## src/rtl/seq_detect_ctrl_pkg.sv

```systemverilog
// Shared definitions for the serial sequence-detector run controller.
package seq_ctrl_pkg;

  localparam int DEF_PAT_W = 8;
  localparam int DEF_CNT_W = 8;
  localparam int DEF_TO_W  = 16;

  localparam logic [1:0] ST_IDLE = 2'b00;
  localparam logic [1:0] ST_RUN  = 2'b01;
  localparam logic [1:0] ST_DONE = 2'b10;
  localparam logic [1:0] ST_TMO  = 2'b11;

  function automatic int len_w(input int pat_w);
    return $clog2(pat_w) + 1;
  endfunction

endpackage

```

## src/rtl/seq_detect_ctrl_if.sv

```systemverilog
// Host-side configuration, serial stream and status bundle of the detector controller.
interface seq_detect_ctrl_if
  import seq_ctrl_pkg::*;
#(
  parameter int PAT_W = DEF_PAT_W,
  parameter int CNT_W = DEF_CNT_W,
  parameter int TO_W  = DEF_TO_W
);
  localparam int LEN_W = len_w(PAT_W);

  logic             cfg_load;
  logic [PAT_W-1:0] cfg_pattern;
  logic [LEN_W-1:0] cfg_len;
  logic [CNT_W-1:0] cfg_target;
  logic [TO_W-1:0]  cfg_timeout;
  logic             start;
  logic             abort;
  logic             x;
  logic             x_valid;
  logic             match;
  logic [CNT_W-1:0] match_cnt;
  logic             busy;
  logic             done;
  logic             timeout;
  logic             cfg_err;

  modport master (
    output cfg_load, cfg_pattern, cfg_len, cfg_target, cfg_timeout,
    output start, abort, x, x_valid,
    input  match, match_cnt, busy, done, timeout, cfg_err
  );

  modport slave (
    input  cfg_load, cfg_pattern, cfg_len, cfg_target, cfg_timeout,
    input  start, abort, x, x_valid,
    output match, match_cnt, busy, done, timeout, cfg_err
  );

endinterface

```

## src/rtl/seq_window_match.sv

```systemverilog
// Bit history, saturating fill count and length-masked pattern compare.
module seq_window_match
  import seq_ctrl_pkg::*;
#(
  parameter int PAT_W = DEF_PAT_W,
  localparam int LEN_W = len_w(PAT_W)
) (
  input  logic             clk,
  input  logic             rst,
  input  logic             clear,
  input  logic             shift,
  input  logic             x,
  input  logic [PAT_W-1:0] pattern,
  input  logic [LEN_W-1:0] len,
  output logic             hit
);

  // Only PAT_W-1 past bits are ever compared, so the oldest bit is not stored.
  logic [PAT_W-2:0] history;
  logic [LEN_W-1:0] bits_seen;
  logic [PAT_W-1:0] window;
  logic [PAT_W-1:0] mask;
  logic             enough;

  assign window = {history, x};
  assign enough = ({1'b0, bits_seen} + (LEN_W+1)'(1)) >= {1'b0, len};

  always_comb begin
    mask = '0;
    for (int unsigned i = 0; i < PAT_W; i++) begin
      if (LEN_W'(i) < len) mask[i] = 1'b1;
    end
  end

  assign hit = enough && (((window ^ pattern) & mask) == '0);

  always_ff @(posedge clk or negedge rst) begin
    if (!rst) begin
      history   <= '0;
      bits_seen <= '0;
    end else if (clear) begin
      history   <= '0;
      bits_seen <= '0;
    end else if (shift) begin
      history <= window[PAT_W-2:0];
      if (bits_seen != LEN_W'(PAT_W)) bits_seen <= bits_seen + LEN_W'(1);
    end
  end

endmodule

```

## src/rtl/seq_detect_ctrl.sv

```systemverilog
// Run controller: config registers, run FSM, match and timeout counters.
module seq_detect_ctrl
  import seq_ctrl_pkg::*;
#(
  parameter int PAT_W = DEF_PAT_W,
  parameter int CNT_W = DEF_CNT_W,
  parameter int TO_W  = DEF_TO_W
) (
  input logic              clk,
  input logic              rst,
  seq_detect_ctrl_if.slave bus
);

  localparam int LEN_W = len_w(PAT_W);

  logic [1:0]       state;
  logic [PAT_W-1:0] pattern_r;
  logic [LEN_W-1:0] len_r;
  logic [CNT_W-1:0] target_r;
  logic [TO_W-1:0]  timeout_r;
  logic [TO_W-1:0]  bit_cnt;
  logic [CNT_W-1:0] match_cnt_r;
  logic             match_r;
  logic             cfg_err_r;

  logic             hit;
  logic             cfg_ok;
  logic             arm;
  logic             arm_ok;
  logic             shift;
  logic [CNT_W-1:0] cnt_nxt;
  logic [TO_W-1:0]  bits_nxt;

  assign cfg_ok   = (len_r != '0) && (len_r <= LEN_W'(PAT_W)) && (target_r != '0);
  assign arm      = bus.start && !bus.abort && (state != ST_RUN);
  assign arm_ok   = arm && cfg_ok;
  assign shift    = (state == ST_RUN) && bus.x_valid && !bus.abort;
  assign cnt_nxt  = match_cnt_r + CNT_W'(1);
  assign bits_nxt = bit_cnt + TO_W'(1);

  seq_window_match #(.PAT_W(PAT_W)) u_window (
    .clk     (clk),
    .rst     (rst),
    .clear   (arm_ok),
    .shift   (shift),
    .x       (bus.x),
    .pattern (pattern_r),
    .len     (len_r),
    .hit     (hit)
  );

  always_ff @(posedge clk or negedge rst) begin
    if (!rst) begin
      state       <= ST_IDLE;
      pattern_r   <= '0;
      len_r       <= '0;
      target_r    <= '0;
      timeout_r   <= '0;
      bit_cnt     <= '0;
      match_cnt_r <= '0;
      match_r     <= 1'b0;
      cfg_err_r   <= 1'b0;
    end else begin
      match_r <= 1'b0;

      if (bus.cfg_load && (state != ST_RUN)) begin
        pattern_r <= bus.cfg_pattern;
        len_r     <= bus.cfg_len;
        target_r  <= bus.cfg_target;
        timeout_r <= bus.cfg_timeout;
      end

      if (bus.abort) begin
        state <= ST_IDLE;
      end else if (arm) begin
        if (cfg_ok) begin
          state       <= ST_RUN;
          bit_cnt     <= '0;
          match_cnt_r <= '0;
          cfg_err_r   <= 1'b0;
        end else begin
          state     <= ST_IDLE;
          cfg_err_r <= 1'b1;
        end
      end else if (shift) begin
        bit_cnt <= bits_nxt;
        if (hit) begin
          match_r     <= 1'b1;
          match_cnt_r <= cnt_nxt;
        end
        // Target completion takes priority over a coincident timeout.
        if (hit && (cnt_nxt == target_r)) begin
          state <= ST_DONE;
        end else if ((timeout_r != '0) && (bits_nxt == timeout_r)) begin
          state <= ST_TMO;
        end
      end
    end
  end

  assign bus.match     = match_r;
  assign bus.match_cnt = match_cnt_r;
  assign bus.busy      = (state == ST_RUN);
  assign bus.done      = (state == ST_DONE);
  assign bus.timeout   = (state == ST_TMO);
  assign bus.cfg_err   = cfg_err_r;

endmodule
```

## src/flat_wrapper.sv

```systemverilog
// flat-port wrapper written by rule: the top's interface ports become plain ports
module seq_detect_ctrl_flat import seq_ctrl_pkg::*;
#(
  parameter int PAT_W = DEF_PAT_W,
  parameter int CNT_W = DEF_CNT_W,
  parameter int TO_W  = DEF_TO_W
)
  (clk, rst, bus_cfg_load, bus_cfg_pattern, bus_cfg_len, bus_cfg_target, bus_cfg_timeout, bus_start, bus_abort, bus_x, bus_x_valid, bus_match, bus_match_cnt, bus_busy, bus_done, bus_timeout, bus_cfg_err);
  seq_detect_ctrl_if #(.PAT_W(PAT_W), .CNT_W(CNT_W), .TO_W(TO_W)) bus_i ();
  input logic clk;
  input logic rst;
  input wire logic [$bits(bus_i.cfg_load)-1:0] bus_cfg_load;
  input wire logic [$bits(bus_i.cfg_pattern)-1:0] bus_cfg_pattern;
  input wire logic [$bits(bus_i.cfg_len)-1:0] bus_cfg_len;
  input wire logic [$bits(bus_i.cfg_target)-1:0] bus_cfg_target;
  input wire logic [$bits(bus_i.cfg_timeout)-1:0] bus_cfg_timeout;
  input wire logic [$bits(bus_i.start)-1:0] bus_start;
  input wire logic [$bits(bus_i.abort)-1:0] bus_abort;
  input wire logic [$bits(bus_i.x)-1:0] bus_x;
  input wire logic [$bits(bus_i.x_valid)-1:0] bus_x_valid;
  output wire logic [$bits(bus_i.match)-1:0] bus_match;
  output wire logic [$bits(bus_i.match_cnt)-1:0] bus_match_cnt;
  output wire logic [$bits(bus_i.busy)-1:0] bus_busy;
  output wire logic [$bits(bus_i.done)-1:0] bus_done;
  output wire logic [$bits(bus_i.timeout)-1:0] bus_timeout;
  output wire logic [$bits(bus_i.cfg_err)-1:0] bus_cfg_err;
  assign bus_i.cfg_load = bus_cfg_load;
  assign bus_i.cfg_pattern = bus_cfg_pattern;
  assign bus_i.cfg_len = bus_cfg_len;
  assign bus_i.cfg_target = bus_cfg_target;
  assign bus_i.cfg_timeout = bus_cfg_timeout;
  assign bus_i.start = bus_start;
  assign bus_i.abort = bus_abort;
  assign bus_i.x = bus_x;
  assign bus_i.x_valid = bus_x_valid;
  assign bus_match = bus_i.match;
  assign bus_match_cnt = bus_i.match_cnt;
  assign bus_busy = bus_i.busy;
  assign bus_done = bus_i.done;
  assign bus_timeout = bus_i.timeout;
  assign bus_cfg_err = bus_i.cfg_err;
  seq_detect_ctrl #(.PAT_W(PAT_W), .CNT_W(CNT_W), .TO_W(TO_W)) u_core (.clk(clk), .rst(rst), .bus(bus_i));
endmodule
```

## config.mk

```make
export PLATFORM = sky130hd
export DESIGN_NAME = seq_detect_ctrl_flat
export DESIGN_NICKNAME = d
export VERILOG_FILES = /design/src/rtl/seq_detect_ctrl_pkg.sv /design/src/rtl/seq_detect_ctrl_if.sv /design/src/rtl/seq_window_match.sv /design/src/rtl/seq_detect_ctrl.sv /design/src/flat_wrapper.sv
export SDC_FILE = /design/constraint.sdc
export NUM_CORES = 1
export LEC_CHECK = 0
export ABC_AREA = 1
export CAP_MARGIN = 25
export CORE_MARGIN = 2
export CORE_UTILIZATION = 45
export CTS_CLUSTER_DIAMETER = 30
export DETAILED_ROUTE_END_ITERATION = 12
export PLACE_DENSITY = 0.74
export RECOVER_POWER = 100
export SKIP_CTS_REPAIR_TIMING = 1
export SYNTH_ARGS = -nofsm -noshare
export SYNTH_HDL_FRONTEND = slang
export SYNTH_SLANG_ARGS = --single-unit
```

## constraint.sdc

```tcl
create_clock -name clk -period 2.35 [get_ports clk]
set_clock_uncertainty 0.05 [all_clocks]
set_input_delay 0.705 -clock clk [delete_from_list [all_inputs] [get_ports clk]]
set_output_delay 0.705 -clock clk [all_outputs]
set_load 0.01 [all_outputs]
```

## Word-level counts from Yosys, hierarchy flattened

Cells that the tools add are included.

- Reductions and logical operators: 27
- Shifts and indexed selects: 0
- Div/mod/pow operators: 0
- Magnitude comparators: 10
- Mux-type cells: 31
- $mul: 0
- Bitwise gates (word level): 3
- Equality and inequality tests: 8
- $add $sub $neg: 4

Operators by type and width:

| operator | number |
|---|---|
| $mux 16 | 3 |
| $mux 8 | 4 |
| $add 16x1->16 const B | 1 |
| $eq 16x16->1 | 1 |
| $lt 3x4->1 const A | 4 |
| $reduce_bool 16->1 | 1 |
| $mux 1 | 14 |
| $mux 7 | 2 |
| $mux 4 | 3 |
| $logic_and 1x1->1 | 11 |
| $mux 2 | 5 |
| $add 8x1->8 const B | 1 |
| $and 8x8->8 | 1 |
| $eq 8x8->1 | 1 |
| $logic_not 8->1 | 1 |
| $lt 1x4->1 const A | 2 |
| $lt 2x4->1 const A | 2 |
| $reduce_bool 2->1 | 4 |
| $reduce_bool 4->1 | 2 |
| $reduce_bool 8->1 | 1 |
| $xor 8x8->8 | 1 |
| $reduce_and 2->1 | 3 |
| $add 4x1->5 const B | 1 |
| $ge 5x4->1 | 1 |
| 11 further kinds | 13 |

- Logic and storage cells: 94
- RAM bits: 0
- Bits of input ports: 43
- ROM bits: 0
- Bits in latches: 0
- Memories: 0
- Flip-flop bits (word level): 75

## Depth between registers and ports, before layout

Gate-level depths: netlist (run 1).

- Word-level depth: 10
- Mapped depth: 18
- Gate-level depth less buffers: 18

## Hierarchy

Synthesis (run 1) repeated with hierarchy kept, for this count alone.

- Cell total of the unflattened synthesis: 578
- Area, all modules: 4319.1 um^2

By module, submodules not included:

| module | cells an instance | instances | area an instance (um^2) | seq. area each (um^2) |
|---|---|---|---|---|
| seq_detect_ctrl | 438 | 1 | 3445.8 | 1601.5 |
| seq_window_match | 140 | 1 | 873.3 | 275.3 |

## Least setup slack after synthesis (run 1)

No wires, ideal clock.

- Kind: reg-to-reg
- Start: reg u_core.u_window.bits_seen[0]
- End: reg u_core.match_cnt_r[2], in the netlist u_core.bus.match_cnt[2]
- Setup slack: 0.296 ns
- Stages on the path, launching flop included: 14
- Period minus slack after synthesis: 2.054 ns
- Buffers on the path: 0
- Arrival time: 1.908 ns
- Library setup time: 0.095 ns
- Path through: dfrtp_1 -> inv_1 -> ha_1 -> ha_1 -> o21ai_0 -> nand2_1 -> a21oi_1 -> o21bai_1 -> nand2_1 -> nor2_4 -> inv_2 -> nand2_2 -> inv_2 -> o31ai_1

- Cells in the longest elaborated chain, start to end: 5

Ends and longest elaborated chain:

| item | RTL line | RTL |
|---|---|---|
| from (decl) | seq_window_match.sv:20 | `logic [LEN_W-1:0] bits_seen;` |
| from (signal assigned) | seq_window_match.sv:46 | `if (bits_seen != LEN_W'(PAT_W)) bits_seen <= bits_seen + LEN_W'(1);` |
| $add 4x1->5 | seq_window_match.sv:26 | `assign enough = ({1'b0, bits_seen} + (LEN_W+1)'(1)) >= {1'b0, len};` |
| $ge 5x4->1 | seq_window_match.sv:26 |  |
| $logic_and 1x1->1 | seq_window_match.sv:35 | `assign hit = enough && (((window ^ pattern) & mask) == '0);` |
| $reduce_bool 2->1 (no source line) | n/a |  |
| $reduce_and 4->1 (no source line) | n/a |  |
| to (signal assigned) | seq_detect_ctrl.sv:89 | `match_cnt_r <= cnt_nxt;` |
| to (decl) | seq_detect_ctrl.sv:22 | `logic [CNT_W-1:0] match_cnt_r;` |

No other way between the ends.
A chain may end at the register's enable or synchronous reset.

## Worst setup path in the final report (run 1)

- Start: reg u_core.match_cnt_r[0], in the netlist u_core.bus.match_cnt[0]
- End: reg u_core.state[0]

- Cells in the longest elaborated chain, start to end: 7
- Elaborated cells between the ends (all ways): 9
- Classes of those cells: add/sub (1); eq/ne (1); mux (4); reduce/logical (3)

Ends and longest elaborated chain:

| item | RTL line | RTL |
|---|---|---|
| $add 8x1->8 (*) | seq_detect_ctrl.sv:38 | `assign cnt_nxt = match_cnt_r + CNT_W'(1);` |
| $eq 8x8->1 (*) | seq_detect_ctrl.sv:92 | `if (hit && (cnt_nxt == target_r)) begin` |
| $logic_and 1x1->1 (*) | seq_detect_ctrl.sv:92 |  |
| $mux 2 | seq_detect_ctrl.sv:92 |  |
| $mux 2 | seq_detect_ctrl.sv:85 | `end else if (shift) begin` |
| $mux 2 | seq_detect_ctrl.sv:75 | `end else if (arm) begin` |
| $mux 2 | seq_detect_ctrl.sv:73 | `if (bus.abort) begin` |
| to (signal assigned) | seq_detect_ctrl.sv:74 | `state <= ST_IDLE;` |
| to (signal assigned) | seq_detect_ctrl.sv:77 | `state <= ST_RUN;` |
| to (signal assigned) | seq_detect_ctrl.sv:93 | `state <= ST_DONE;` |
| to (decl) | seq_detect_ctrl.sv:16 | `logic [1:0] state;` |

Mark *: on every way between the ends. The rest lies on a longest branch, timed or not. The select of a mux whose other input is x is not followed.

==> results of run 1 <==
-- layout by cell type (no fill, tap or decap), types with 3 or more instances in the layout --
master	count
nand2_1	132
mux2_2	14
xor2_1	11
clkbuf_1	4
dlygate4sd3_1	12
nor2_2	6
inv_2	11
buf_4	6
dfrtp_1	75
xnor2_1	4
a21oi_1	27
clkbuf_8	9
clkdlybuf4s50_1	41
o22ai_1	13
inv_1	71
ha_1	7
nor2_4	4
nand3_1	55
clkbuf_2	4
a22oi_1	3
nor2_1	54
nand3b_1	3
o21ai_0	24
nand4_1	10
nand2_2	4
-- worst max-delay path: cells and delay by family (launching register included) --
family                     cells  cell delay (ps)
and+or+nand+nor               10              920
adders and majority gates      1              280
buffers and inverters          1               70
DFF                            1              460
xor gates and xnor gates       1              360
-- layout make-up --
| class | count | area (sq um) | area share |
|---|---|---|---|
| clock buffers | 11 | 131.4 | 0.02543 |
| clock inverters | 5 | 37.54 | 0.007266 |
| inverters | 83 | 312.8 | 0.06055 |
| multi-input cells | 384 | 2028 | 0.3926 |
| flip-flops and latches | 75 | 1877 | 0.3633 |
| well taps | 111 | 138.9 | 0.02688 |
| repair buffers | 68 | 640.6 | 0.1240 |
-- sequential cells by signal, indices dropped and copies added, names as in the netlist --
name and count:
u_core.timeout_r 16, u_core.u_window.history 7, u_core.target_r 8, u_core.u_window.bits_seen 4
u_core.bus.match_cnt 8, u_core.bit_cnt 16, u_core.bus.match 1, u_core.state 2
u_core.len_r 4, u_core.bus.cfg_err 1, u_core.pattern_r 8
-- final timing paths --
check,start,end,cells past startpoint
max,u_core.bus.match_cnt[0],u_core.state[0],13
min,rst,u_core.timeout_r[1],1
max reg2reg,u_core.bus.match_cnt[0],u_core.state[0],13
min reg2reg,u_core.bus.cfg_err,u_core.bus.cfg_err,2
max in group asynchronous,rst,u_core.target_r[0],2
min in group clk,u_core.bus.cfg_err,u_core.bus.cfg_err,2
-- stage by stage --
stage          hold WS (ps)  cells
6_report              378.9    737
5_1_grt               435.6    737
4_1_cts               150.5    736
3_5_place_dp          459.0    720
3_3_place_gp          467.4    720
2_1_floorplan         359.4    552
-- cell families after synthesis --
logic type	count (synthesis)	share of synthesized area
AOI/OAI and AO/OA	71	0.09223
adders and majority gates	8	0.02365
muxes	14	0.03724
DFF	75	0.4434
xor gates and xnor gates	15	0.03104
buffers and inverters	93	0.08277
and+or+nand+nor	276	0.2897
-- per-layer routing --
metal / vias up / global-route usage
met5: - / 0
met3: 16 / 0.03814
met2: 66 / 0.3528
li1: 1921 / -
met1: 1750 / 0.2613
met4: 0 / 0.07484
-- power by group through the flow --
stage / registers, mW / logic, mW / clock network, mW
global placement: 1.84 / 1.18 / 0
detailed placement: 1.85 / 1.22 / 0
global route: 1.87 / 1.41 / 0.962
finish: 1.83 / 1.23 / 0.872
CTS: 1.83 / 1.23 / 0.906
floorplan: 1.79 / 0.853 / 0
==> reports/metrics.cfg, run 1 <==
[run_status]
outcome=finished clean

[worst_setup_path]
critPathSlowestCell=dfrtp_1
end_kind=flip-flop
path_common_cell=nand2_1
critPathKind=reg -> reg
crit_path_max_incr_delay_ps=460
critPathLaunchType=flip-flop
crit_fanout=6
rrSetupSlack_ps=110
crit_chain=ha_1, xnor2_1, inv_1, nand2_1, nand4_1, nor2_1, nand3_1, nor2_1, nand2_1, nand2_1, nand2_1, nand3_1, nand2_1
cp.required_ps=2540
cp.arrival_ps=2420

[logic_synthesis]
synthTopCellsByCount=nand2_1, dfrtp_1, inv_1
synth.most_common_cell=nand2_1
ys_warn_count=0
synth.distinct_cells=30
synth_nets=603
ys_seq_area_frac=0.4434
yosysTopAreaCellShare=0.4434
ys_dominant_reg_cell=dfrtp_1
synth_area_per_cell_sq_um=7.668
synth_cells=552
synth.largest_area_cell=dfrtp_1
synthArstFlopShare=1.000
synth_seq_cells=75
synth_area_leaders=dfrtp_1, nand2_1, nand3_1
synth_area_sq_mm=0.004233
synth_edf_count=0

[die]
fp.dieW_microns=101.0
start_util=0.4603
die-area_sq_mm=0.01020
rows=35
die_y_microns=101.0
ios=56
core_area_sq_mm=0.009196

[final_layout]
diodes=0
utilization=0.5618
synthToLayoutAreaGrowth_pct=22.05
drive_above_1_share=0.1166
design_area_sq_mm=0.005166
fillerInstances=887
nNetsFinal=672

[sta]
hold_viol_final=0
max-slew-margin-rel=0.3493
worstMarginPinSlew_ps=976.1
fmax_mhz=447.4
period_share=0.9511
setup_viol=0
min_period_ps=2235
fin_tns_setup_ps=0
worst_slack_ps=115.0
maxSlewViolCount=0

[grt]
track_usage=0.2064
antenna_found_initial=0
grt_pass1_wl_microns=16760
grt_pass1_vias=3745
overflow=0
grt_max_degree=45

[route]
drtPass1Iterations=4
antenna_left=0
drt_iter0_drc=189
m1WireLength_microns=4420
vias=3753
wl_per_cell_microns=13.33
dr_wl_met2_microns=4863
dr_wl_met3_microns=334
drcViolationCount=0
drt_wl_total_microns=9823
dr.max_layer_used=met4
viasPerCell=5.092

[pwr]
p_sw_frac=0.3654
power.leakage_nw=2.530
pwr-share-comb=0.313
p_int_mw=2.493
p_seq_frac=0.465
power_switching_mw=1.436
power.density_mw_per_mm2=760.5
ir_drop_uv=425.5
pwr-share-clk=0.222
power_mw=3.929

[placed_design]
port_buffers=55
gp_congestion=0.9045
placed_cell_area_sq_mm=0.005012
post-place-ws_ps=-77.44
place_hpwl_microns=7492

[clock_tree]
clock_sinks=75
cts_root_buf=clkbuf_8
htree_levels=3
clk-insertion-delay-late_ps=350
cts_max_path_buffers=2
clk_pin_slew_worst_paths_ps=80
numCtsBuffers=9
cts_tree=built

[job]
drv_cap=0

[min_path]
hold_class=in -> async

Power figures use the tool's default switching activity.
==> run 2, diff against run 1 <==
--- a/config.mk
+++ b/config.mk
@@ -6,6 +6,7 @@
 export NUM_CORES = 1
 export LEC_CHECK = 0
 export ABC_AREA = 1
+export ABC_CLOCK_PERIOD_IN_PS = 2350
 export CAP_MARGIN = 25
 export CORE_MARGIN = 2
 export CORE_UTILIZATION = 45
==> results of run 2 <==
Same layout as run 1: the final DEF is identical, and so are final timing and power.
==> run 3, diff against run 2 <==
--- a/config.mk
+++ b/config.mk
@@ -8,13 +8,16 @@
 export ABC_AREA = 1
 export ABC_CLOCK_PERIOD_IN_PS = 2350
 export CAP_MARGIN = 25
+export CELL_PAD_IN_SITES_DETAIL_PLACEMENT = 1
+export CELL_PAD_IN_SITES_GLOBAL_PLACEMENT = 1
 export CORE_MARGIN = 2
-export CORE_UTILIZATION = 45
+export CORE_UTILIZATION = 41
 export CTS_CLUSTER_DIAMETER = 30
 export DETAILED_ROUTE_END_ITERATION = 12
-export PLACE_DENSITY = 0.74
+export PLACE_DENSITY = 0.88
 export RECOVER_POWER = 100
 export SKIP_CTS_REPAIR_TIMING = 1
+export SLEW_MARGIN = 25
 export SYNTH_ARGS = -nofsm -noshare
 export SYNTH_HDL_FRONTEND = slang
 export SYNTH_SLANG_ARGS = --single-unit
==> run 3 against run 2 <==
Compared with the run above: the flow now finishes with violations (capacitance limit, slew limit); utilization is 4.3 points lower; via count is 5.6% higher; routed wire length is 27% higher; worst setup slack worse by 22 ps; cell count is 3.5% higher; sequential power is 2% higher; total power is 8.6% higher; critical path type is now reg -> out; critical endpoint is now bus_match_cnt[0]; largest power group unchanged.
==> reports/metrics.cfg, run 3 (synthesis gave the netlist of run 1 again) <==
[sta]
period_share=0.9605  ; +0.009376
holdWs_ps=475.3  ; +96.45 ps
max-slew-margin-rel=-0.1885  ; -0.5378
worst_slack_ps=92.92  ; -22.03 ps
maxSlewViolCount=32  ; +32
worstMarginPinSlew_ps=1783  ; +806.7 ps
min_period_ps=2257  ; +22.03 ps
setup_viol=0  ; unchanged
hold_viol_final=0  ; unchanged
fmax_mhz=443.1  ; -0.98%
fin_tns_setup_ps=0  ; unchanged

[clock_tree]
cts_max_path_buffers=2  ; unchanged
clock_sinks=75  ; unchanged
clk_pin_slew_worst_paths_ps=90  ; about the same
cts_tree=built
htree_levels=3  ; unchanged
cts_root_buf=clkbuf_8
clk-insertion-delay-late_ps=380  ; +30 ps
numCtsBuffers=9  ; unchanged

[route]
drt_wl_total_microns=12490  ; +27%
drcViolationCount=0  ; unchanged
viasPerCell=5.194  ; +2.0%
drt_iter0_drc=207  ; +9.5%
wl_per_cell_microns=16.37  ; +23%
antenna_left=0  ; unchanged
drtPass1Iterations=4  ; unchanged
vias=3963  ; +5.6%

[min_path]
min_delay_path_depth=2
hold_class=reg -> reg

[worst_setup_path]
crit_chain=dlygate4sd3_1
reg2reg_depth=11  ; -2
crit_buf_inv=1  ; unchanged
critPathSlowestCell=dlygate4sd3_1
critPathLaunchType=flip-flop
end_kind=primary output
cp.required_ps=1590  ; -950 ps
timing.critical_path.depth=1  ; -12
critical-path-top-delay-family=buffers and inverters
cp.arrival_ps=1500  ; -920 ps
critPathKind=reg -> out
crit_fanout=6  ; unchanged
crit_path_max_incr_delay_ps=650  ; +190 ps

[pwr]
power.leakage_nw=2.558  ; +1.1%
power_mw=4.266  ; +8.6%
power.density_mw_per_mm2=807.1  ; +6.1%
ir_drop_uv=434.8  ; +2.2%

[die]
ios=56  ; unchanged
fp.dieW_microns=105.6  ; +4.6%
die_y_microns=105.6  ; +4.6%
die-area_sq_mm=0.01115  ; +9.4%
core_area_sq_mm=0.01018  ; +11%
start_util=0.4156  ; -0.04467
rows=37  ; +5.7%

[grt]
grt_pass1_vias=4262  ; +14%
antenna_found_initial=0  ; unchanged
overflow=0  ; unchanged
grt_pass1_wl_microns=20390  ; +22%
grt_max_degree=52  ; +16%
track_usage=0.2318  ; +0.02542

[final_layout]
synthToLayoutAreaGrowth_pct=24.86
drive_above_1_share=0.1324  ; +0.01576
nNetsFinal=673  ; +0.15%
utilization=0.5189  ; -0.04285
final_cell_mix=nand2_1, dfrtp_1, inv_1
largestRegisters=u_core.bit_cnt: 16 flops, u_core.timeout_r: 16 flops
diodes=0  ; unchanged
design_area_sq_mm=0.005285  ; +2.3%
fin_cells=763  ; +3.5%
layout_commonest_cell=nand2_1

[placed_design]
port_buffers=55  ; unchanged
place_hpwl_microns=9107  ; +22%
gp_congestion=0.9158  ; +1.2%
place_inst=746  ; +3.6%
post-place-ws_ps=-106.4  ; -28.99 ps
placed_cell_area_sq_mm=0.005051  ; +0.77%

[job]
drv_cap=1  ; +1

[run_status]
outcome=finished, violations left
violations=capacitance limit, slew limit

==> run 3: where the power goes <==
group,total [mW],switching (mW),leakage [nW],internal (mW)
Sequential,1.87,0.306,0.926,1.57
Combinational,1.34,0.771,1.52,0.566
Clock,1.06,0.508,0.106,0.547
Total,4.27,1.59,2.56,2.68
==> run 3: cell type report <==
class / instances / area [sq um]
clock buffer: 12 / 155.1
clock inverter: 4 / 48.80
fill: 1274 / 4900
inverter: 83 / 312.8
multi-input combinational: 384 / 2056
sequential: 75 / 1881
tap: 136 / 170.2
timing repair buffer: 69 / 661.9
==> run 3: routing by layer <==
layer	global-route usage	up-vias	wire, microns
li1	-	1920	-
met2	0.4161	72	6676
met3	0.03340	13	376
met5	0	-	0
met4	0.08929	0	200
met1	0.2800	1958	5233
==> run 3: path summary, 6_finish.rpt <==
check,from,to,slack [ps]
min reg2reg,u_core.bus.cfg_err,u_core.bus.cfg_err,480
min,u_core.bus.cfg_err,u_core.bus.cfg_err,480
max in group asynchronous,rst,u_core.timeout_r[7],470
min in group asynchronous,rst,u_core.pattern_r[2],750
max,u_core.bus.match_cnt[0],bus_match_cnt[0],90
max reg2reg,u_core.u_window.bits_seen[0],u_core.bus.match_cnt[3],130
